--- config.mk ---
export PLATFORM = sky130hd
export DESIGN_NAME = id_stage_pipe
export DESIGN_NICKNAME = d
export VERILOG_FILES = /design/src/rtl/id_stage_pipe.sv
export SDC_FILE = /design/constraint.sdc
export NUM_CORES = 1
export LEC_CHECK = 0
export ABC_AREA = 1
export CAP_MARGIN = 40
export CORE_MARGIN = 5
export CORE_UTILIZATION = 35
export DETAILED_ROUTE_END_ITERATION = 8
export PLACE_DENSITY = 0.56
export SYNTH_ARGS = -nofsm -noshare
export SYNTH_HDL_FRONTEND = slang
export SYNTH_SLANG_ARGS = --single-unit
export TNS_END_PERCENT = 10
--- constraint.sdc ---
create_clock -name clk -period 8.39 [get_ports clk]
set_clock_uncertainty 0.1 [all_clocks]
set_input_delay 1.678 -clock clk [delete_from_list [all_inputs] [get_ports clk]]
set_output_delay 1.678 -clock clk [all_outputs]
set_load 0.1 [all_outputs]
--- src/rtl/id_stage_pipe.sv ---
// Decode stage: field split, register file with write-back bypass,
// registered valid/ready output and load-use bubble insertion.
module id_stage_pipe #(
  parameter int ARQ  = 16,
  parameter int NREG = 4,
  parameter int OPW  = 4,
  parameter int IMMW = 10,
  parameter logic [OPW-1:0] LDOP = 4'b0010,
  localparam int REGW = $clog2(NREG)
) (
  input  logic            clk,
  input  logic            rst,
  input  logic            in_valid,
  output logic            in_ready,
  input  logic [ARQ-1:0]  instr,
  input  logic            wb_en,
  input  logic [REGW-1:0] wb_addr,
  input  logic [ARQ-1:0]  wb_data,
  output logic            out_valid,
  input  logic            out_ready,
  output logic [OPW-1:0]  out_op,
  output logic [REGW-1:0] out_rd,
  output logic [ARQ-1:0]  out_d,
  output logic [ARQ-1:0]  out_a,
  output logic [ARQ-1:0]  out_b,
  output logic [ARQ-1:0]  out_imm,
  output logic [15:0]     bubble_cnt
);

  logic [ARQ-1:0]  rf_q [NREG];

  logic [OPW-1:0]  op_w;
  logic [REGW-1:0] rd_w;
  logic [REGW-1:0] rs1_w;
  logic [REGW-1:0] rs2_w;
  logic [ARQ-1:0]  imm_w;

  logic [ARQ-1:0]  rdv_w;
  logic [ARQ-1:0]  r1v_w;
  logic [ARQ-1:0]  r2v_w;

  logic            vld_q, vld_d;
  logic [OPW-1:0]  op_q, op_d;
  logic [REGW-1:0] rd_q, rd_d;
  logic [REGW-1:0] rs1_q, rs1_d;
  logic [REGW-1:0] rs2_q, rs2_d;
  logic [ARQ-1:0]  dv_q, dv_d;
  logic [ARQ-1:0]  av_q, av_d;
  logic [ARQ-1:0]  bv_q, bv_d;
  logic [ARQ-1:0]  imm_q, imm_d;
  logic            ldp_q, ldp_d;
  logic [REGW-1:0] ldrd_q, ldrd_d;
  logic [15:0]     bcnt_q, bcnt_d;

  logic            free;
  logic            hazard;

  // Field split and operand read with same-cycle write-back bypass
  always_comb begin
    op_w  = instr[ARQ-1 -: OPW];
    rd_w  = instr[ARQ-OPW-1 -: REGW];
    rs1_w = instr[ARQ-OPW-REGW-1 -: REGW];
    rs2_w = instr[ARQ-OPW-2*REGW-1 -: REGW];
    imm_w = ARQ'(instr[IMMW-1:0]);
    rdv_w = (wb_en && wb_addr == rd_w)  ? wb_data : rf_q[rd_w];
    r1v_w = (wb_en && wb_addr == rs1_w) ? wb_data : rf_q[rs1_w];
    r2v_w = (wb_en && wb_addr == rs2_w) ? wb_data : rf_q[rs2_w];
  end

  // Register file write port
  always_ff @(posedge clk or posedge rst) begin
    if (rst) begin
      for (int i = 0; i < NREG; i++) rf_q[i] <= '0;
    end else if (wb_en) begin
      rf_q[wb_addr] <= wb_data;
    end
  end

  // Next-state: bubble, capture, drain or hold with operand refresh
  always_comb begin
    free     = !vld_q || out_ready;
    hazard   = in_valid && ldp_q &&
               (rs1_w == ldrd_q || rs2_w == ldrd_q);
    in_ready = free && !hazard;
    vld_d  = vld_q;
    op_d   = op_q;
    rd_d   = rd_q;
    rs1_d  = rs1_q;
    rs2_d  = rs2_q;
    dv_d   = dv_q;
    av_d   = av_q;
    bv_d   = bv_q;
    imm_d  = imm_q;
    ldp_d  = ldp_q;
    ldrd_d = ldrd_q;
    bcnt_d = bcnt_q;
    if (free && hazard) begin
      vld_d  = 1'b0;
      ldp_d  = 1'b0;
      bcnt_d = (bcnt_q == 16'hFFFF) ? bcnt_q : bcnt_q + 16'd1;
    end else if (free && in_valid) begin
      vld_d  = 1'b1;
      op_d   = op_w;
      rd_d   = rd_w;
      rs1_d  = rs1_w;
      rs2_d  = rs2_w;
      dv_d   = rdv_w;
      av_d   = r1v_w;
      bv_d   = r2v_w;
      imm_d  = imm_w;
      ldp_d  = (op_w == LDOP);
      ldrd_d = rd_w;
    end else if (free) begin
      vld_d = 1'b0;
      ldp_d = 1'b0;
    end else if (wb_en) begin
      if (wb_addr == rd_q)  dv_d = wb_data;
      if (wb_addr == rs1_q) av_d = wb_data;
      if (wb_addr == rs2_q) bv_d = wb_data;
    end
  end

  // Pipeline and hazard state registers
  always_ff @(posedge clk or posedge rst) begin
    if (rst) begin
      vld_q  <= 1'b0;
      op_q   <= '0;
      rd_q   <= '0;
      rs1_q  <= '0;
      rs2_q  <= '0;
      dv_q   <= '0;
      av_q   <= '0;
      bv_q   <= '0;
      imm_q  <= '0;
      ldp_q  <= 1'b0;
      ldrd_q <= '0;
      bcnt_q <= '0;
    end else begin
      vld_q  <= vld_d;
      op_q   <= op_d;
      rd_q   <= rd_d;
      rs1_q  <= rs1_d;
      rs2_q  <= rs2_d;
      dv_q   <= dv_d;
      av_q   <= av_d;
      bv_q   <= bv_d;
      imm_q  <= imm_d;
      ldp_q  <= ldp_d;
      ldrd_q <= ldrd_d;
      bcnt_q <= bcnt_d;
    end
  end

  assign out_valid  = vld_q;
  assign out_op     = op_q;
  assign out_rd     = rd_q;
  assign out_d      = dv_q;
  assign out_a      = av_q;
  assign out_b      = bv_q;
  assign out_imm    = imm_q;
  assign bubble_cnt = bcnt_q;

endmodule
==> flow_summary.toml, run 1 <==
[worst_hold_path]
worst_hold_startpoint = "out_imm[2]"
endpoint_worst_hold = "out_imm[2]"
hold-path-cell-count = 2
timing.hold.worst.class = "register to register"

[critical_path]
path_delay_family = "buffers and inverters"
timing.critical_path.arrival_ps = 4240
worst_path_most_repeated_cell = "nand2_1"
timing_worst_setup_path_type = "primary input to primary output"
reg2reg_setup_slack_ps = 6190
stage_delay_of_the_slowest_cell_on_the_critical_path_ps = 1080
critical_path.max_fanout = 19
timing.reg2reg.worst_path_depth = 8
worst_path_required_time_ps = 6610
cp_launch_type = "primary input"
worstPathCellList = "clkdlybuf4s50_1 > inv_4 > nand2_1 > nand2_1 > nand2_1 > nand2_2 > a21oi_1 > clkdlybuf4s50_1 > buf_8"
critPathSlowestCell = "clkdlybuf4s50_1"
worst_r2r_startpoint = "out_valid"
critical_path.n_buffers_inverters = 4
worstReg2RegEnd = "out_a[6]"
setup.worst_path.end_class = "primary output"

[global_route]
grt_first_pass_wirelength_um = 43600
globalRouteTotalUtil = 0.204
grt_pass1_vias = 8193
grt_overflow = 0
antenna_violations_before_repair = 0
grt_start_max_net_pins = 83

[flow_run]
cap_viol_max_count = 0

[detailed_routing]
detailroute.via_count = 8355
antenna_left = 0
dr.first_iter.drc_count = 678
post_drt_wl_per_cell_um = 15.9
dr.pass1.iters = 5
route.detailed.drc = 0
vias_per_cell = 4.94
drt_wl_total_um = 26900

[placement]
place_inst = 1658
dpl_cell_area_um2 = 11000
dp.final_hpwl_um = 19300
routability_cong = 0.863
io_buffer_count = 120

[logic_synthesis]
ys_ff_latch = 146
synth_top_area_share = 0.437
ys.flop_type = "dfrtp_1"
synth_edf_count = 0
synth_seq_area_share = 0.437
synthesis.area_per_instance_um2 = 6.98
yosys.cell_types.count = 30
post-synth-top-count-cell = "nand2_1"
syn_area_um2 = 8360
ys_async_sr_fraction = 1.00
synthCells = 1197
yosys-top-cells-area = "dfrtp_1 44%, nand2_1 26%, nand3_1 9.6%"
yosysTopAreaCell = "dfrtp_1"
synth_commonest_cells = "574 x nand2_1, 161 x nand3_1, 146 x dfrtp_1"
ys_warn_count = 0

[clock_tree]
cts_tree = "yes"
tritoncts_num_sinks = 146
cts.root.buffer_cell = "clkbuf_16"
post-cts-setup-buffers = 0
htree_num_levels = 4
clock_latency_ps = 440
max-clock-path-buffers = 2
cts.clk_slew.worst_paths_ps = 60
num_cts_buffers = 17
cts_hold_buf = 0
cts_resized = 0

[pwr]
irDropWorstVdd_v = 0.000197
p_per_area_nw_per_um2 = 271
fin_total_pwr_mw = 3.15
total_leakage_power_nw = 5.57

[cells_and_area]
drive_gt1_frac = 0.117
nets = 1398
insertedDiodeCount = 0
areaGrowthSynthToFinish_pct = 39.5
finish.cell_count_without_fillers = 1690
finalInstanceArea_um2 = 11700
nFillCells = 2191

[floorplan]
die_height_um = 165
design.core.area_um2 = 23500
fp.dieArea_um2 = 27100
start_util = 0.356
floorplan.rows = 56
top_level_ports = 127
dieWidth_um = 165

[sta]
achievable-frequency_mhz = 166
final-max-slew-violation-count = 0
timing.hold.ws_ps = 368
rsz0062_at_grt = "no"
final_period_minus_worst_setup_slack_ps = 6010
period_share = 0.717
worstMarginPinSlew_ps = 937
timing.final.hold_violations = 0
final_setup_violating_endpoints = 0
setup_total_negative_slack_ps = 0
timing.max_slew.rel_slack = 0.373

[outcome]
outcome = "finished, final reports clean"
[worst max-delay path by stage]
stage                          endpoint  startpoint  slack (ps)  depth (start not counted)
after floorplan           bubble_cnt[0]         rst        2690                          1
after global placement         in_ready    instr[9]        2010                          8
after detailed placement       in_ready    instr[9]        2430                          9
after CTS                      in_ready    instr[9]        2420                          9
after global routing           in_ready    instr[9]        2280                          9
final                          in_ready    instr[9]        2380                          9
[sequential cells by signal (all words and copies together) (netlist names)]
register,flops
bubble_cnt,16
ldp_q,1
ldrd_q,2
out_a,16
out_b,16
out_d,16
out_imm,7
out_op,4
out_valid,1
rf_q,64
rs1_q,2
rs2_q,1
[power by group]
part | switching [mW] | internal, mW
Combinational | 0.885 | 0.471
Sequential | 0.110 | 0.826
Clock | 0.332 | 0.532
Total | 1.33 | 1.83
[cell type report]
| class | count | area [um^2] | share of cell area |
|---|---|---|---|
| Clock buffer | 17 | 425 | 0.0365 |
| Clock inverter | 15 | 229 | 0.0196 |
| Multi-Input combinational cell | 930 | 4100 | 0.351 |
| Tap cell | 319 | 399 | 0.0342 |
| Inverter | 50 | 203 | 0.0174 |
| Sequential cell | 146 | 3650 | 0.313 |
| Timing Repair Buffer | 213 | 2650 | 0.227 |
[layer usage]
metal | track usage | vias up | wire [um]
li1 | - | 4137 | -
met1 | 0.250 | 3898 | 11300
met2 | 0.344 | 255 | 13000
met3 | 0.0382 | 65 | 1330
met4 | 0.0994 | 0 | 1190
met5 | 0 | - | 0
[through the flow]
step	setup slack [ps]	utilization
after CTS	2420	0.497
after global routing	2280	0.497
after floorplan	2690	-
after global placement	2010	0.410
final	2380	0.497
after detailed placement	2430	0.469
[worst reg2reg max path: stages, from the launching register on]
cell,delay (ps)
dfrtp_1,380
inv_1,90
nor2_4,70
nor2_4,270
buf_4,490
nand2_2,330
nand2_1,140
nand2_1,80
o21ai_1,150
[cells in the final DEF, fill, tap and decap left out, drive strengths merged, types with 6 or more instances in the layout]
cell type      netlist  layout
buf                 44      93
xnor2                6       6
nand4                7       7
nand3              167     167
conb                 1       6
a21oi                7       7
dfrtp              146     146
clkdlybuf4s50        0     120
xor2                 7       7
inv                 50      54
nand2              581     581
clkbuf              32      17
o21ai              127     127
nor2                16      16
[kinds of logic after synthesis]
logic type	Yosys count	synth area share
simple gates	776	0.391
flops	146	0.437
compound gates	134	0.0816
buf+inv	126	0.0750
xor+xnor	13	0.0136
fa+ha+maj	1	0.00150
other cells	1	0.000449
Note: power is estimated with default switching activity, not from simulation.
==> run 2, diff against run 1 <==
Clock period 8.39 ns to 5.9 ns, I/O delays scaled along.
==> run 2 against run 1 <==
Effect of this change:
- sequential power is 42% higher
- sequential share of layout area is 0.53 points higher
- cell count hardly changed
- worst hold slack better by 4.0 ps
- design area is 1.7% lower
- worst setup slack worse by 840 ps
- power is 35% higher
- wire length is 1.8% higher
- non-clock buffer count is 1 higher
- die area stayed put
- critical path depth stayed put
- highest routed layer unchanged
==> flow_summary.toml, run 2 (same netlist as run 1, synthesis figures left out) <==
[outcome]
outcome = "finished, final reports clean"

[sta]
timing.max_slew.rel_slack = 0.541
finalWorstSetupSlack_ps = 1540
final-max-slew-violation-count = 0
final_setup_violating_endpoints = 0
setup_total_negative_slack_ps = 0
worstMarginPinSlew_ps = 687
timing.hold.ws_ps = 372
timing.final.hold_violations = 0
rsz0062_at_grt = "no"
period_share = 0.739
achievable-frequency_mhz = 229
final_period_minus_worst_setup_slack_ps = 4360

[floorplan]
design.core.area_um2 = 23500
dieWidth_um = 165
start_util = 0.356
die_height_um = 165
floorplan.rows = 56
top_level_ports = 127
fp.dieArea_um2 = 27100

[critical_path]
setup.worst_path.end_class = "primary output"
cp_launch_type = "primary input"
timing_worst_setup_path_type = "primary input to primary output"
critical_path.max_fanout = 35
timing.critical_path.arrival_ps = 3080
worst_path_required_time_ps = 4620

[worst_hold_path]
timing.hold.worst.class = "register to register"

[pwr]
total_leakage_power_nw = 5.48
p_per_area_nw_per_um2 = 372
fin_total_pwr_mw = 4.27
irDropWorstVdd_v = 0.000282

[global_route]
grt_first_pass_wirelength_um = 44100
grt_start_max_net_pins = 61
grt_pass1_vias = 8238
grt_overflow = 0
globalRouteTotalUtil = 0.207
antenna_violations_before_repair = 0

[clock_tree]
cts.clk_slew.worst_paths_ps = 60
num_cts_buffers = 17
cts_tree = "yes"
max-clock-path-buffers = 2
cts_resized = 0
htree_num_levels = 4
cts.root.buffer_cell = "clkbuf_16"
clock_latency_ps = 430
tritoncts_num_sinks = 146
post-cts-setup-buffers = 0
cts_hold_buf = 0

[flow_run]
cap_viol_max_count = 0

[detailed_routing]
vias_per_cell = 4.91
post_drt_wl_per_cell_um = 16.2
dr.first_iter.drc_count = 820
dr.pass1.iters = 5
detailroute.via_count = 8301
antenna_left = 0
drt_wl_total_um = 27400
route.detailed.drc = 0

[cells_and_area]
nFillCells = 2292
layout_commonest_cell = "nand2_1"
largest_reg_flops = 64
insertedDiodeCount = 0
drive_gt1_frac = 0.118
top_register = "rf_q"
nets = 1399
finalInstanceArea_um2 = 11500
areaGrowthSynthToFinish_pct = 37.1
most-common-layout-cells = "574 x nand2_1, 161 x nand3_1, 146 x dfrtp_1"

[placement]
dp.final_hpwl_um = 19500
io_buffer_count = 120
dpl_cell_area_um2 = 10900
dp_worst_setup_slack_ps = 1580
routability_cong = 0.870
[run 2: stage by stage]
step                 util  instances
finish              0.488       1691
global route        0.488       1691
CTS                 0.488       1691
detailed placement  0.465       1659
global placement    0.411       1577
floorplan               -       1202
[run 2: area by class of cell]
type                    instances  area, um^2  area share
flip-flops and latches        146        3650       0.319
inverters                      50         203      0.0177
clock buffers                  17         425      0.0371
multi-input cells             930        4100       0.357
well taps                     319         399      0.0348
clock inverters                15         126      0.0110
repair buffers                214        2560       0.223
[run 2: final timing paths]
path,startpoint,depth (start not counted),slack (ps),to
hold reg to reg,out_op[0],2,370,out_op[0]
setup / recovery,instr[6],9,1540,in_ready
hold / removal,out_op[0],2,370,out_op[0]
setup reg to reg,ldrd_q[1],9,3800,out_a[9]
min in group asynchronous,rst,2,1090,out_a[3]
max in group asynchronous,rst,3,3520,rf_q[27]
[run 2: worst max-delay path, stage by stage]
cell	delay (ps)
clkdlybuf4s50_1	470
buf_4	370
inv_4	260
nand2_1	130
nand2_1	50
nand2_1	70
nand2_2	90
a21oi_1	130
buf_4	310
[run 2: metal layers]
layer  wire, um  global-route usage
met1      11500               0.260
met2      13600               0.361
met3       1470              0.0304
met4        775              0.0752
met5          0                   0
[run 2: report_power, final]
part           internal, mW  leakage [nW]  switching, mW
clock                 0.549         0.263          0.486
sequential             1.17          1.83          0.159
combinational         0.649          3.39           1.25
total                  2.37          5.48           1.90
